## config.mk

```make
export PLATFORM = sky130hd
export DESIGN_NAME = apb_mem_slave
export DESIGN_NICKNAME = d
export VERILOG_FILES = /design/src/rtl/apb_mem_slave.sv
export SDC_FILE = /design/constraint.sdc
export NUM_CORES = 1
export LEC_CHECK = 0
export ABC_AREA = 0
export BUFFER_PORTS_ARGS = -buffer_cell sky130_fd_sc_hd__buf_4
export CORE_MARGIN = 8
export CORE_UTILIZATION = 35
export DETAILED_ROUTE_END_ITERATION = 8
export GPL_TIMING_DRIVEN = 0
export MAX_ROUTING_LAYER = met4
export SYNTH_ARGS = -nofsm -noshare
export SYNTH_HDL_FRONTEND = slang
export SYNTH_SLANG_ARGS = --single-unit
```

## constraint.sdc

```tcl
create_clock -name PCLK -period 21.5 [get_ports PCLK]
set_input_delay 2.15 -clock PCLK [delete_from_list [all_inputs] [get_ports PCLK]]
set_output_delay 2.15 -clock PCLK [all_outputs]
set_load 0.005 [all_outputs]
```

## src/rtl/apb_mem_slave.sv

```systemverilog
// APB completer with a small byte-strobed word memory, optional wait states and
// error responses. Wait states exist only when APB_MEM_SLAVE_WAIT_EN is defined.
module apb_mem_slave #(
  parameter int ADDR_WIDTH  = 12,
  parameter int DATA_WIDTH  = 32,
  parameter int DEPTH       = 16,
  parameter int WAIT_CYCLES = 2
) (
  input  logic                    PCLK,
  input  logic                    PRESET,
  input  logic                    PSEL,
  input  logic                    PENABLE,
  input  logic                    PWRITE,
  input  logic [ADDR_WIDTH-1:0]   PADDR,
  input  logic [DATA_WIDTH-1:0]   PWDATA,
  input  logic [DATA_WIDTH/8-1:0] PSTRB,
  output logic [DATA_WIDTH-1:0]   PRDATA,
  output logic                    PREADY,
  output logic                    PSLVERR,
  output logic [1:0]              dbg_state
);

  localparam int NB       = DATA_WIDTH / 8;
  localparam int OFF_BITS = $clog2(NB);
  localparam int IDX_W    = (DEPTH > 1) ? $clog2(DEPTH) : 1;
  localparam logic [ADDR_WIDTH-1:0] OFF_MASK = ADDR_WIDTH'(NB - 1);

  if (!((DATA_WIDTH == 8) || (DATA_WIDTH == 16) || (DATA_WIDTH == 32)) ||
      (WAIT_CYCLES < 0) || (WAIT_CYCLES > 15)) begin : g_bad_param
    $error("apb_mem_slave: illegal DATA_WIDTH or WAIT_CYCLES");
  end

  typedef enum logic [1:0] {
    ST_IDLE   = 2'd0,
    ST_SETUP  = 2'd1,
    ST_ACCESS = 2'd2
  } state_t;

  // Handshake: a transfer starts with one cycle of PSEL=1/PENABLE=0 and
  // completes in the ACCESS cycle where PREADY=1; PRDATA/PSLVERR are only
  // meaningful in that cycle, and dropping PSEL earlier abandons the transfer.
  state_t                  state_q, state_d, phase;
  logic [ADDR_WIDTH-1:0]   addr_q, addr_d;
  logic                    write_q, write_d;
  logic [DATA_WIDTH-1:0]   wdata_q, wdata_d;
  logic [NB-1:0]           strb_q, strb_d;
  logic [DATA_WIDTH-1:0]   mem_q [DEPTH];
  logic [DATA_WIDTH-1:0]   mem_d [DEPTH];
  logic [ADDR_WIDTH-1:0]   word_idx;
  logic [IDX_W-1:0]        mem_idx;
  logic                    addr_err;
  logic                    ready;

  // A registered SETUP only means "a new setup may follow"; the cycle is a real
  // setup phase only when the bus shows PSEL=1/PENABLE=0, otherwise it is idle.
  always_comb begin
    if (state_q == ST_ACCESS) begin
      phase = ST_ACCESS;
    end else if (PSEL && !PENABLE) begin
      phase = ST_SETUP;
    end else begin
      phase = ST_IDLE;
    end
  end

  assign dbg_state = phase;
  assign word_idx  = addr_q >> OFF_BITS;
  assign mem_idx   = word_idx[IDX_W-1:0];
  assign addr_err  = ((addr_q & OFF_MASK) != '0) || (word_idx >= ADDR_WIDTH'(DEPTH));

`ifdef APB_MEM_SLAVE_WAIT_EN
  logic [3:0] wait_q, wait_d;

  always_comb begin
    wait_d = wait_q;
    if (phase == ST_SETUP) begin
      wait_d = 4'd0;
    end else if (phase == ST_ACCESS) begin
      wait_d = wait_q + 4'd1;
    end
  end

  always_ff @(posedge PCLK or posedge PRESET) begin
    if (PRESET) begin
      wait_q <= 4'd0;
    end else begin
      wait_q <= wait_d;
    end
  end

  assign ready = (phase == ST_ACCESS) && (wait_q == 4'(WAIT_CYCLES));
`else
  assign ready = (phase == ST_ACCESS);
`endif

  always_comb begin
    state_d = state_q;
    addr_d  = addr_q;
    write_d = write_q;
    wdata_d = wdata_q;
    strb_d  = strb_q;
    case (phase)
      ST_SETUP: begin
        state_d = ST_ACCESS;
        addr_d  = PADDR;
        write_d = PWRITE;
        wdata_d = PWDATA;
        strb_d  = PSTRB;
      end
      ST_ACCESS: begin
        if (ready) begin
          state_d = PSEL ? ST_SETUP : ST_IDLE;
        end else if (!PSEL) begin
          state_d = ST_IDLE;
        end
      end
      default: state_d = ST_IDLE;
    endcase
  end

  always_comb begin
    for (int i = 0; i < DEPTH; i++) begin
      mem_d[i] = mem_q[i];
    end
    if (ready && write_q && !addr_err) begin
      for (int b = 0; b < NB; b++) begin
        if (strb_q[b]) begin
          mem_d[mem_idx][b*8 +: 8] = wdata_q[b*8 +: 8];
        end
      end
    end
  end

  always_ff @(posedge PCLK or posedge PRESET) begin
    if (PRESET) begin
      state_q <= ST_IDLE;
      addr_q  <= '0;
      write_q <= 1'b0;
      wdata_q <= '0;
      strb_q  <= '0;
      for (int i = 0; i < DEPTH; i++) begin
        mem_q[i] <= '0;
      end
    end else begin
      state_q <= state_d;
      addr_q  <= addr_d;
      write_q <= write_d;
      wdata_q <= wdata_d;
      strb_q  <= strb_d;
      for (int i = 0; i < DEPTH; i++) begin
        mem_q[i] <= mem_d[i];
      end
    end
  end

  assign PREADY  = ready;
  assign PSLVERR = ready && addr_err;
  assign PRDATA  = (ready && !write_q && !addr_err) ? mem_q[mem_idx] : '0;

endmodule

```

* Yosys cells after proc, flatten, opt, wreduce, memory -nomap -nowiden
Cells that the tools add are included.
** Word-level totals
- Register bits :: 563
- Output and inout bits :: 36
** Cells by class
- Magnitude comparators :: 3
- Equal/unequal tests :: 3
- Muxes and demuxes :: 27
- Bitwise gates (word level) :: 1
- Reductions and logical operators :: 12
** Operators with widths (count)
- 2-to-1 mux 512 bit :: 7
- bitwise mux 512 bit :: 4
- demux 32 bit (select 4 bit) :: 4
- binary-select mux 32 bit (select 4 bit) :: 1
- 2-to-1 mux 32 bit :: 4
- 2-to-1 mux 24 bit :: 1
- 2-to-1 mux 16 bit :: 1
- nonzero test 12 bit :: 1
- greater-or-equal comparator 10 x 5 -> 1 bit (second input constant) :: 1
- 2-to-1 mux 8 bit :: 1
- logical AND 1 bit :: 7
- greater-or-equal comparator 5 bit (second input constant) :: 1
- < comparator 5 x 1 -> 1 bit (second input constant) :: 1
- NOT 4 -> 5 bit :: 1
- == test 2 bit (second input constant) :: 2
- case mux 2 bit (2 select lines) :: 1
- zero test 1 bit :: 3
- == test 2 x 1 -> 1 bit (second input constant) :: 1
- 2-to-1 mux 1 bit :: 2
- 2-to-1 mux 2 bit :: 1
- logical OR 1 bit :: 1

* Logic depth before layout (Yosys ltp)
Gate-level depths: netlist (run 1).
- Word-level depth :: 16
- Gate-level depth with buffers :: 8
- Mapped depth without buffers :: 4

* Worst setup path after synthesis (run 1)
No wires, ideal clock.
- Kind :: input to output
- Start point :: input port PENABLE
- End point :: output port dbg_state[0]
- Arrival time :: 2.944 ns
- Required time :: 19.350 ns
- Slack :: 16.406 ns
- Cell stages on the path :: 3
- Path buffers :: 2
- Cell sequence :: nor3b_1 -> buf_2 -> buf_4
** Between the ends
- Cells in the longest elaborated chain, start to end :: 4
** Ends and longest elaborated chain
- from (decl) :: line 12 : input logic PENABLE,
- zero test 1 bit :: line 59 : end else if (PSEL && !PENABLE) begin
- logical AND 1 bit :: line 59
- 2-to-1 mux 1 bit :: line 59
- 2-to-1 mux 2 bit :: line 57 : if (state_q == ST_ACCESS) begin
- to (decl) :: line 20 : output logic [1:0] dbg_state
Every way passes these cells.

* Worst setup path after layout (run 1)
- Start point :: register addr_q[9]
- End point :: output port PRDATA[12]
** Between the ends
- Cells in the longest elaborated chain, start to end :: 5
** Ends and longest elaborated chain
- from (decl) :: line 43 : logic [ADDR_WIDTH-1:0] addr_q, addr_d;
- from (signal assigned) :: line 146 : addr_q <= addr_d;
- greater-or-equal comparator 10 x 5 -> 1 bit :: line 69 : assign addr_err = ((addr_q & OFF_MASK) != '0) || (word_idx >= ADDR_WIDTH'(DEPTH));
- logical OR 1 bit :: line 69
- zero test 1 bit :: line 158 : assign PRDATA = (ready && !write_q && !addr_err) ? mem_q[mem_idx] : '0;
- logical AND 1 bit :: line 158
- 2-to-1 mux 32 bit :: line 158
- to (decl) :: line 17 : output logic [DATA_WIDTH-1:0] PRDATA,
Every way passes these cells.

==> flow_summary.yaml, run 1 <==
global_route:
  grt_max_degree: 134
  grt_pass1_vias: 16250
  grt_pass1_wl_mm: 113.1
  antenna_found_initial: 1
  gr-total-overflow: 0
  grt_usage_pct: 19.31
worst_setup_path:
  timing.reg2reg.worst_path_depth: 5
  timing.critical_path.cells: "nor4_2, buf_2, nand4b_1, clkbuf_1, nor3_1, buf_4"
  path_max_fanout: 10
  worstPathBufferInverterCount: 3
  arrival_ns: 4.15
  timing.critical_path.to_type: "primary output"
  timing_worst_setup_path_type: "reg -> out"
  cp_num_cells: 6
  critical-path-max-stage-delay_ns: 0.88
  cell_family_with_the_largest_share_of_critical_path_delay: "simple AND/OR/NAND/NOR gates"
  start_kind: "flop"
  crit_path_slowest_cell: "nor4_2"
  worst-endpoint-required_ns: 19.35
synthesis:
  synthTopCellsByCount: "563 x dfrtp_1, 507 x mux2_2, 95 x mux4_2"
  synth-compound-area-share_pct: 2.479
  synth.net_count: 1696
  yosys.area_share.adder_pct: 0
  synth-edff-count: 0
  yosys-mux-area-fraction_pct: 36.01
  area_fraction_of_the_dominant_cell_type_after_synthesis_pct: 55.71
  average_cell_area_after_synthesis_um2: 15.39
  synth_top_family_by_area: "multiplexers"
  synth_cell_type_count: 43
  top_cell_type_by_total_area_after_synthesis: "dfrtp_1"
  share_of_synthesized_flip_flops_with_an_asynchronous_set_or_reset_pct: 100.0
  synth.ff_latch_count: 563
  mappedNetlistArea_um2: 25290
  synth_most_common_cell: "dfrtp_1"
  syn-instance-count: 1643
  synthSimpleGateAreaFrac_pct: 4.008
  synth_seq_area_share_pct: 55.71
  dominantRegCellSynth: "dfrtp_1"
  yosys.area_share.xor_xnor_pct: 0
  synthesis.yosys.warnings: 0
  post_synth_main_area_contributors: "dfrtp_1 56%, mux2_2 23%, mux4_2 8.5%"
routing:
  postRouteAntennaNets: 0
  routed_wire_length_per_instance_um: 27.55
  drt-initial-drc-count: 1502
  routed_wl_mm: 76.93
  count_of_vias_placed_by_the_detailed_router: 15370
  drc: 0
  via_per_inst: 5.505
  dr_pass1_iterations: 8
place:
  dpl.cell_count: 2685
  place.port_buffers: 88
  hpwlAfterDp_mm: 49.18
  gp_congestion: 0.8760
  place_ws_ns: 15.78
power_and_ir_drop:
  sw_ratio_pct: 27.61
  power.density_cell_area_nw_per_um2: 83.44
  pwr-share-seq_pct: 45.6
  cell_internal_pwr_w: 0.001763
  p_total_w: 0.002435
  static_leakage_nw: 13.94
  pwr-share-clk_pct: 41.8
  vdd_drop_max_v: 0.00006285
  share_comb_of_total_power_pct: 12.6
  p_switching_w: 0.0006724
sta:
  timing.final.crit_share_pct: 29.29
  unrepaired_setup_endpoints_after_global_routing: "false"
  finClkSkew_ns: 0.02007
  max_slew_margin_pct: 7.665
  timing.hold.ws_ns: 0.4831
  fmax_mhz: 158.8
  timing_max_transition_violations_final: 0
  timing_worst_slew_pin_value_ns: 1.385
  final_critical_path_setup_slack_ns: 15.20
  report.final.setup_viol: 0
  hold_violations: 0
  final.min_clock_period_ns: 6.296
clocking:
  post_cts.repair.setup_buffers: 0
  cts_buffer_depth: 3
  clock_sinks: 563
  tritoncts: "yes"
  cts_hold_repair.buffers: 0
  clock_root_buffer: "clkbuf_16"
  worstSkewPairLatency_ns: 0.62
  post_cts_resized: 0
  path_clk_slew_ns: 0.06
  h_tree_depth: 2
  cts-buffers-inserted: 57
floorplan:
  std_cell_rows: 98
  starting_utilization_of_the_core_area_pct: 35.37
  chip_height_um: 284.8
  die_width_um: 284.8
  ios: 89
  core_area_um2: 71490
  fp.dieArea_um2: 81110
worst_hold_path:
  whs_path_depth: 1
  hp-class: "reg -> reg"
flow_run:
  max_cap_violations: 0
cells_and_area:
  finalNonFillerCells: 2792
  insertedDiodeCount: 0
  synthToLayoutAreaGrowth_pct: 15.43
  layout-drive-gt1-share_pct: 48.26
  design.final.nets: 1848
outcome:
  status: "finished clean"
## metal layers
layer	GRT usage (%)	up-vias	wire [µm]
li1	-	6440	-
met1	26.58	8296	34640
met2	28.36	481	34390
met3	3.690	152	4845
met4	7.013	0	3055
met5	-	-	0
## final timing paths
| path | start | end | slack [ns] |
|---|---|---|---|
| setup / recovery | addr_q[9]$_DFFE_PP0N_ | PRDATA[12] | 15.20 |
| max in group asynchronous | PRESET | mem_q[53]$_DFFE_PP0P_ | 18.22 |
| hold / removal | mem_q[392]$_DFFE_PP0P_ | mem_q[392]$_DFFE_PP0P_ | 0.48 |
| setup reg to reg | addr_q[9]$_DFFE_PP0N_ | mem_q[314]$_DFFE_PP0P_ | 18.23 |
| hold reg to reg | mem_q[392]$_DFFE_PP0P_ | mem_q[392]$_DFFE_PP0P_ | 0.48 |
| min in group asynchronous | PRESET | mem_q[495]$_DFFE_PP0P_ | 1.63 |
## layout by cell type (no fill, tap or decap), types with 16 or more instances in the layout
cell       count
mux4_2        95
o21ai_0       32
buf_2         31
clkbuf_16     59
nor3_1        31
mux2_2       507
clkbuf_1      65
buf_4         92
o22ai_1       31
mux2i_1       66
nand2_1       22
a22oi_1       31
mux2_1        53
clkbuf_8      16
clkinv_2      19
nor2_2        44
dfrtp_1      563
## layout make-up
cell class | instances | area (µm²)
Sequential cell | 563 | 14090
Fill cell | 6576 | 42300
Multi-Input combinational cell | 974 | 10750
Clock inverter | 24 | 201.4
Buffer | 104 | 444.2
Timing Repair Buffer | 93 | 782.0
Inverter | 2 | 15.01
Clock buffer | 82 | 1723
Tap cell | 950 | 1189
## power groups by stage
stage               clock, W  sequential, W  combinational [W]
floorplan                  0        0.00112           0.000179
global placement           0        0.00113           0.000299
detailed placement         0        0.00113           0.000307
CTS                  0.00104        0.00111           0.000308
global route         0.00108        0.00111           0.000326
finish               0.00102        0.00111           0.000307
## flip-flops by register name, indices dropped and copies added, names as in the netlist
| name | count |
|---|---|
| write_q | 1 |
| strb_q | 4 |
| mem_q | 512 |
| addr_q | 12 |
| state_q | 2 |
| wdata_q | 32 |
## worst reg2reg max path, cell delays in order (launching register included)
cell     delay [ns]
dfrtp_1        0.40
nor4_2         0.88
buf_2          0.36
nand3_1        0.31
nor2_2         0.79
mux2_2         0.42
## stage by stage
stage	cell area (µm²)	TNS [ns]	utilization (%)
after floorplan	25290	0	-
after global placement	27140	-923.33	37.96
after detailed placement	27250	0	38.12
after CTS	29180	0	40.82
after global routing	29190	0	40.83
final	29190	0	40.83
## cells by family after synthesis
group,Yosys count
buffers and inverters,106
AOI/OAI and AO/OA,100
DFF,563
muxes,721
and+or+nand+nor,153
No activity file was read; power rests on OpenSTA's default activity.
==> run 2, diff against run 1 <==
==> constraint.sdc (replaced) <==
create_clock -name PCLK -period 5.1 [get_ports PCLK]
set_input_delay 0.51 -clock PCLK [delete_from_list [all_inputs] [get_ports PCLK]]
set_output_delay 0.51 -clock PCLK [all_outputs]
set_load 0.005 [all_outputs]
==> flow_summary.yaml, run 2 (synthesis gave the netlist of run 1 again) <==
cells_and_area:
  design.final.nets: 1859
  synthToLayoutAreaGrowth_pct: 16.07
  utilization_pct: 41.06
  top_register: "mem_q"
  mostFrequentLayoutCell: "dfrtp_1"
  finalNonFillerCells: 2804
  largestRegisters: "mem_q (512), wdata_q (32), addr_q (12)"
  layout-drive-gt1-share_pct: 47.81
  finish.instance_area_um2: 29350
  fillers: 6509
  final_cell_mix: "563 x dfrtp_1, 507 x mux2_2, 95 x mux4_2, 92 x buf_4, 78 x clkbuf_1"
  largest_register_ff_count: 512
worst_setup_path:
  crit_path_slowest_cell: "buf_1"
  timing.reg2reg.worst_path_depth: 5
  r2r_setup_slack_ns: 1.84
  crit_path_start: "addr_q[3]$_DFFE_PP0N_"
  start_kind: "flop"
  timing.critical_path.cells: "buf_2, clkbuf_1, buf_1, mux4_2, o22ai_1, nor3_1, buf_4"
  path_max_fanout: 10
  critical-path-max-stage-delay_ns: 1.06
  timing.rr.end: "mem_q[250]$_DFFE_PP0P_"
  worstSetupEndpoint: "PRDATA[0]"
  worst-endpoint-required_ns: 4.59
  arrival_ns: 4.11
  timing.critical_path.to_type: "primary output"
  timing_worst_setup_path_type: "reg -> out"
  timing.rr.start: "addr_q[9]$_DFFE_PP0N_"
sta:
  final.min_clock_period_ns: 4.623
  fmax_mhz: 216.3
  report.final.setup_viol: 0
  unrepaired_setup_endpoints_after_global_routing: "false"
  timing_worst_slew_pin_value_ns: 1.428
  hold_violations: 0
  max_slew_margin_pct: 4.812
  finClkSkew_ns: 0.01408
  timing.final.crit_share_pct: 90.64
  timing_max_transition_violations_final: 0
  timing.hold.ws_ns: 0.1039
power_and_ir_drop:
  vdd_drop_max_v: 0.0002182
  static_leakage_nw: 13.98
  power.density_cell_area_nw_per_um2: 350.3
routing:
  dr_pass1_iterations: 5
  via_per_inst: 5.489
  count_of_vias_placed_by_the_detailed_router: 15390
  drt-initial-drc-count: 1195
  routed_wire_length_per_instance_um: 27.48
  postRouteAntennaNets: 0
  drc: 0
  routed_wl_mm: 77.05
clocking:
  h_tree_depth: 2
  post_cts.repair.setup_buffers: 0
  clock_sinks: 563
  cts-buffers-inserted: 58
  cts_buffer_depth: 3
  cts_hold_repair.buffers: 1
  worstSkewPairLatency_ns: 0.62
  path_clk_slew_ns: 0.06
  tritoncts: "yes"
  post_cts_resized: 0
  clock_root_buffer: "clkbuf_16"
floorplan:
  core_area_um2: 71490
  ios: 89
  std_cell_rows: 98
  chip_height_um: 284.8
  starting_utilization_of_the_core_area_pct: 35.37
  fp.dieArea_um2: 81110
  die_width_um: 284.8
flow_run:
  max_cap_violations: 0
place:
  place.port_buffers: 88
  gp_congestion: 0.8961
  dpl.cell_count: 2695
  detailed_place.area_um2: 27420
  hpwlAfterDp_mm: 50.01
global_route:
  grt_pass1_wl_mm: 113.1
  grt_max_degree: 46
  grt_pass1_vias: 16540
  antenna_found_initial: 1
  grt_usage_pct: 19.34
  gr-total-overflow: 0
worst_hold_path:
  hp-class: "in -> reg"
  whs_path_depth: 2
outcome:
  status: "finished clean"
-- run 2: changes by cell type in the layout (fill, tap and decap cells not counted), moves of 2 or more --
cell,previous run,this run
clkbuf_1,65,78
clkbuf_16,59,61
clkbuf_8,16,9
buf_16,4,0
clkinv_2,19,11
buf_12,0,14
-- run 2: how the worst min path moves through the flow --
stage                                start                     end
global route                          PSEL    state_q[0]$_DFF_PP0_
finish                                PSEL    state_q[0]$_DFF_PP0_
detailed placement  mem_q[386]$_DFFE_PP0P_  mem_q[386]$_DFFE_PP0P_
global placement    mem_q[384]$_DFFE_PP0P_  mem_q[384]$_DFFE_PP0P_
floorplan           mem_q[384]$_DFFE_PP0P_  mem_q[384]$_DFFE_PP0P_
CTS                                   PSEL    state_q[0]$_DFF_PP0_
-- run 2: metal layers --
metal	global-route usage, %	share of wire (%)
met5	-	0
met4	6.607	3.4
met3	4.454	6.8
met2	28.73	45
met1	26.02	45
-- run 2: layout make-up --
class                      count  area [µm²]  area share (%)
sequential                   563       14090           48.00
multi-input combinational    974       10750           36.62
clock buffer                  90        1725           5.879
tap                          950        1189           4.050
timing repair buffer         103       950.9           3.240
buffer                       104       444.2           1.513
clock inverter                17       191.4          0.6523
inverter                       2       11.26         0.03837
antenna                        1       2.502        0.008526
-- run 2: critical path: cells and delay by family, from the launching register on --
family                 cells  cell delay (ns)
and+or+nand+nor            1             0.59
buffers and inverters      4             2.07
AOI/OAI and AO/OA          1             0.11
DFF                        1             0.31
muxes                      1             0.42
-- run 2: stage by stage --
stage | power (W) | worst slack [ns] | setup TNS [ns]
2_1_floorplan | 0.005467 | -3.076 | -1731.61
3_3_place_gp | 0.006016 | -5.890 | -3272.58
3_5_place_dp | 0.006060 | 1.129 | 0
4_1_cts | 0.01035 | 0.4704 | 0
5_1_grt | 0.01062 | 0.2823 | 0
6_report | 0.01028 | 0.4774 | 0
-- run 2: power breakdown --
part | total, W | switching [W] | internal, W
clock network | 0.00429 | 0.00178 | 0.00252
logic | 0.00130 | 0.000893 | 0.000409
registers | 0.00469 | 0.000139 | 0.00455
==> run 3, diff against run 2 <==
--- a/config.mk
+++ b/config.mk
@@ -5,7 +5,7 @@
 export SDC_FILE = /design/constraint.sdc
 export NUM_CORES = 1
 export LEC_CHECK = 0
-export ABC_AREA = 0
+export ABC_AREA = 1
 export BUFFER_PORTS_ARGS = -buffer_cell sky130_fd_sc_hd__buf_4
 export CORE_MARGIN = 8
 export CORE_UTILIZATION = 35
==> flow_summary.yaml, run 3 <==
synthesis:
  yosys.area_share.xor_xnor_pct: 0
  synthTopCellsByCount: "1,497 x nand2_1, 571 x nor2_1, 563 x dfrtp_1"
  synth_top_family_by_area: "simple AND/OR/NAND/NOR gates"
  synth-compound-area-share_pct: 3.025
  synth-edff-count: 0
  yosys.area_share.adder_pct: 0
  synth_cell_type_count: 18
  top_cell_type_by_total_area_after_synthesis: "dfrtp_1"
  synthesis.yosys.warnings: 0
  synth_seq_area_share_pct: 51.00
  synth.ff_latch_count: 563
  yosys-mux-area-fraction_pct: 0
  syn-instance-count: 3835
  average_cell_area_after_synthesis_um2: 7.203
  synth.net_count: 3888
  synthSimpleGateAreaFrac_pct: 39.90
  post_synth_main_area_contributors: "dfrtp_1 51%, nand2_1 20%, nand3_1 9.8%"
  synth_most_common_cell: "nand2_1"
  share_of_synthesized_flip_flops_with_an_asynchronous_set_or_reset_pct: 100.0
  mappedNetlistArea_um2: 27630
  dominantRegCellSynth: "dfrtp_1"
  area_fraction_of_the_dominant_cell_type_after_synthesis_pct: 51.00
floorplan:
  ios: 89
  fp.dieArea_um2: 88180
  die_width_um: 296.9
  std_cell_rows: 103
  chip_height_um: 296.9
  starting_utilization_of_the_core_area_pct: 35.14
  core_area_um2: 78610
worst_setup_path:
  timing.reg2reg.worst_path_depth: 8
  crit_path_slowest_cell: "buf_1"
  arrival_ns: 3.99
  cp_num_cells: 11
  timing.critical_path.cells: "buf_2, nand2_2, buf_2, buf_1, nor2_1, nor2_1, nand2_1, nand2_1, nand3_1, nor2_1, buf_4"
  path_max_fanout: 10
  start_kind: "flop"
  crit_path_start: "addr_q[3]$_DFFE_PP0N_"
  cell_family_with_the_largest_share_of_critical_path_delay: "buffers and inverters"
  timing.critical_path.to_type: "primary output"
  worst-endpoint-required_ns: 4.59
  worstPathBufferInverterCount: 4
  critical-path-max-stage-delay_ns: 0.99
  timing_worst_setup_path_type: "reg -> out"
  timing.rr.start: "addr_q[2]$_DFFE_PP0N_"
  timing.critical_path.mode_cell: "nor2_1"
global_route:
  grt_usage_pct: 24.35
  grt_pass1_vias: 24960
  antenna_found_initial: 0
  grt_pass1_wl_mm: 159.9
  gr-total-overflow: 0
  grt_max_degree: 41
cells_and_area:
  largestRegisters: "mem_q (512), wdata_q (32), addr_q (12)"
  final_cell_mix: "1,497 x nand2_1, 571 x nor2_1, 563 x dfrtp_1, 543 x nand3_1, 186 x clkbuf_1"
  design.final.nets: 4055
  insertedDiodeCount: 0
  largest_register_ff_count: 512
  layout-drive-gt1-share_pct: 7.994
  top_register: "mem_q"
  utilization_pct: 40.75
  finish.instance_area_um2: 32030
  fillers: 8292
  synthToLayoutAreaGrowth_pct: 15.96
  mostFrequentLayoutCell: "nand2_1"
power_and_ir_drop:
  static_leakage_nw: 16.59
  share_comb_of_total_power_pct: 20.6
  power.density_cell_area_nw_per_um2: 362.5
  p_switching_w: 0.003863
  cell_internal_pwr_w: 0.007750
  sw_ratio_pct: 33.26
  vdd_drop_max_v: 0.0002717
  pwr-share-clk_pct: 40.0
  pwr-share-seq_pct: 39.4
sta:
  timing_max_transition_violations_final: 0
  report.final.setup_viol: 0
  unrepaired_setup_endpoints_after_global_routing: "false"
  finClkSkew_ns: 0.02497
  final.min_clock_period_ns: 4.499
  timing.final.crit_share_pct: 88.22
  timing.setup.tns_ns: 0
  timing.hold.ws_ns: 0.04975
  max_slew_margin_pct: 14.09
  hold_violations: 0
  timing_worst_slew_pin_value_ns: 1.289
  fmax_mhz: 222.3
worst_hold_path:
  hp-class: "in -> async"
place:
  hpwlAfterDp_mm: 78.37
  gp_congestion: 0.9415
  place.port_buffers: 88
  detailed_place.area_um2: 29960
outcome:
  status: "finished clean"
clocking:
  worstSkewPairLatency_ns: 0.65
  cts_hold_repair.buffers: 0
  clock_root_buffer: "clkbuf_16"
  post_cts_resized: 0
  cts_buffer_depth: 3
  clock_sinks: 563
  post_cts.repair.setup_buffers: 0
  cts-buffers-inserted: 60
  h_tree_depth: 2
  path_clk_slew_ns: 0.06
  tritoncts: "yes"
routing:
  drc: 0
  dr_pass1_iterations: 6
  routed_wl_mm: 107.6
  routed_wire_length_per_instance_um: 21.08
  via_per_inst: 5.150
  drt-initial-drc-count: 2817
  count_of_vias_placed_by_the_detailed_router: 26280
  postRouteAntennaNets: 0
flow_run:
  max_cap_violations: 0
run 3: worst paths after layout:
check,end,slack [ns]
worst max-delay path,PRDATA[10],0.60
worst min-delay path,mem_q[124]$_DFFE_PP0P_,0.05
worst max register to register,mem_q[312]$_DFFE_PP0P_,2.48
worst min register to register,mem_q[423]$_DFFE_PP0P_,0.47
max in group asynchronous,mem_q[322]$_DFFE_PP0P_,3.62
min in group PCLK,wdata_q[12]$_DFFE_PP0N_,0.07
run 3: area by class of cell:
cell class	instances	area [µm²]	share of cell area, %
repair buffers	105	1016	3.171
clock inverters	30	296.5	0.9257
clock buffers	83	1779	5.554
inverters	143	540.5	1.687
well taps	1050	1314	4.101
multi-input cells	2852	11860	37.02
plain buffers	277	1142	3.566
flip-flops and latches	563	14090	43.98
run 3: metrics by stage:
step           power [W]  cells  setup WS [ns]
2_1_floorplan   0.005963   3835         -3.076
3_3_place_gp    0.006963   4973         -6.971
3_5_place_dp    0.006986   4990          1.347
4_1_cts          0.01159   5103         0.6530
5_1_grt          0.01198   5103         0.4812
6_report         0.01161   5103         0.6010
run 3: layer usage:
metal	part of all wire (%)	track usage (%)	up-vias	wire length, µm
met5	0	-	-	0
met4	5.0	10.82	0	5428
met3	9.0	3.891	255	9639
met2	44	36.64	1210	47580
met1	42	32.36	12450	44950
li1	-	-	12370	-
run 3: worst register-to-register path, stage by stage, from the launching register on:
cell,delay [ns]
dfrtp_1,0.37
buf_2,0.21
inv_2,0.18
nand2_2,0.21
nor2_2,0.51
nand4_1,0.45
clkbuf_1,0.36
nand2_1,0.11
o21ai_0,0.08
run 3: logic make-up after synthesis:
family / count (synthesis)
AOI/OAI and AO/OA: 167
DFF: 563
buffers and inverters: 420
and+or+nand+nor: 2685
run 3: power groups by stage:
stage | registers (W) | logic (W) | clock network, W
4_1_cts | 0.00457 | 0.00234 | 0.00468
2_1_floorplan | 0.00466 | 0.00131 | 0
6_report | 0.00458 | 0.00240 | 0.00464
3_3_place_gp | 0.00467 | 0.00230 | 0
5_1_grt | 0.00458 | 0.00256 | 0.00484
3_5_place_dp | 0.00466 | 0.00233 | 0
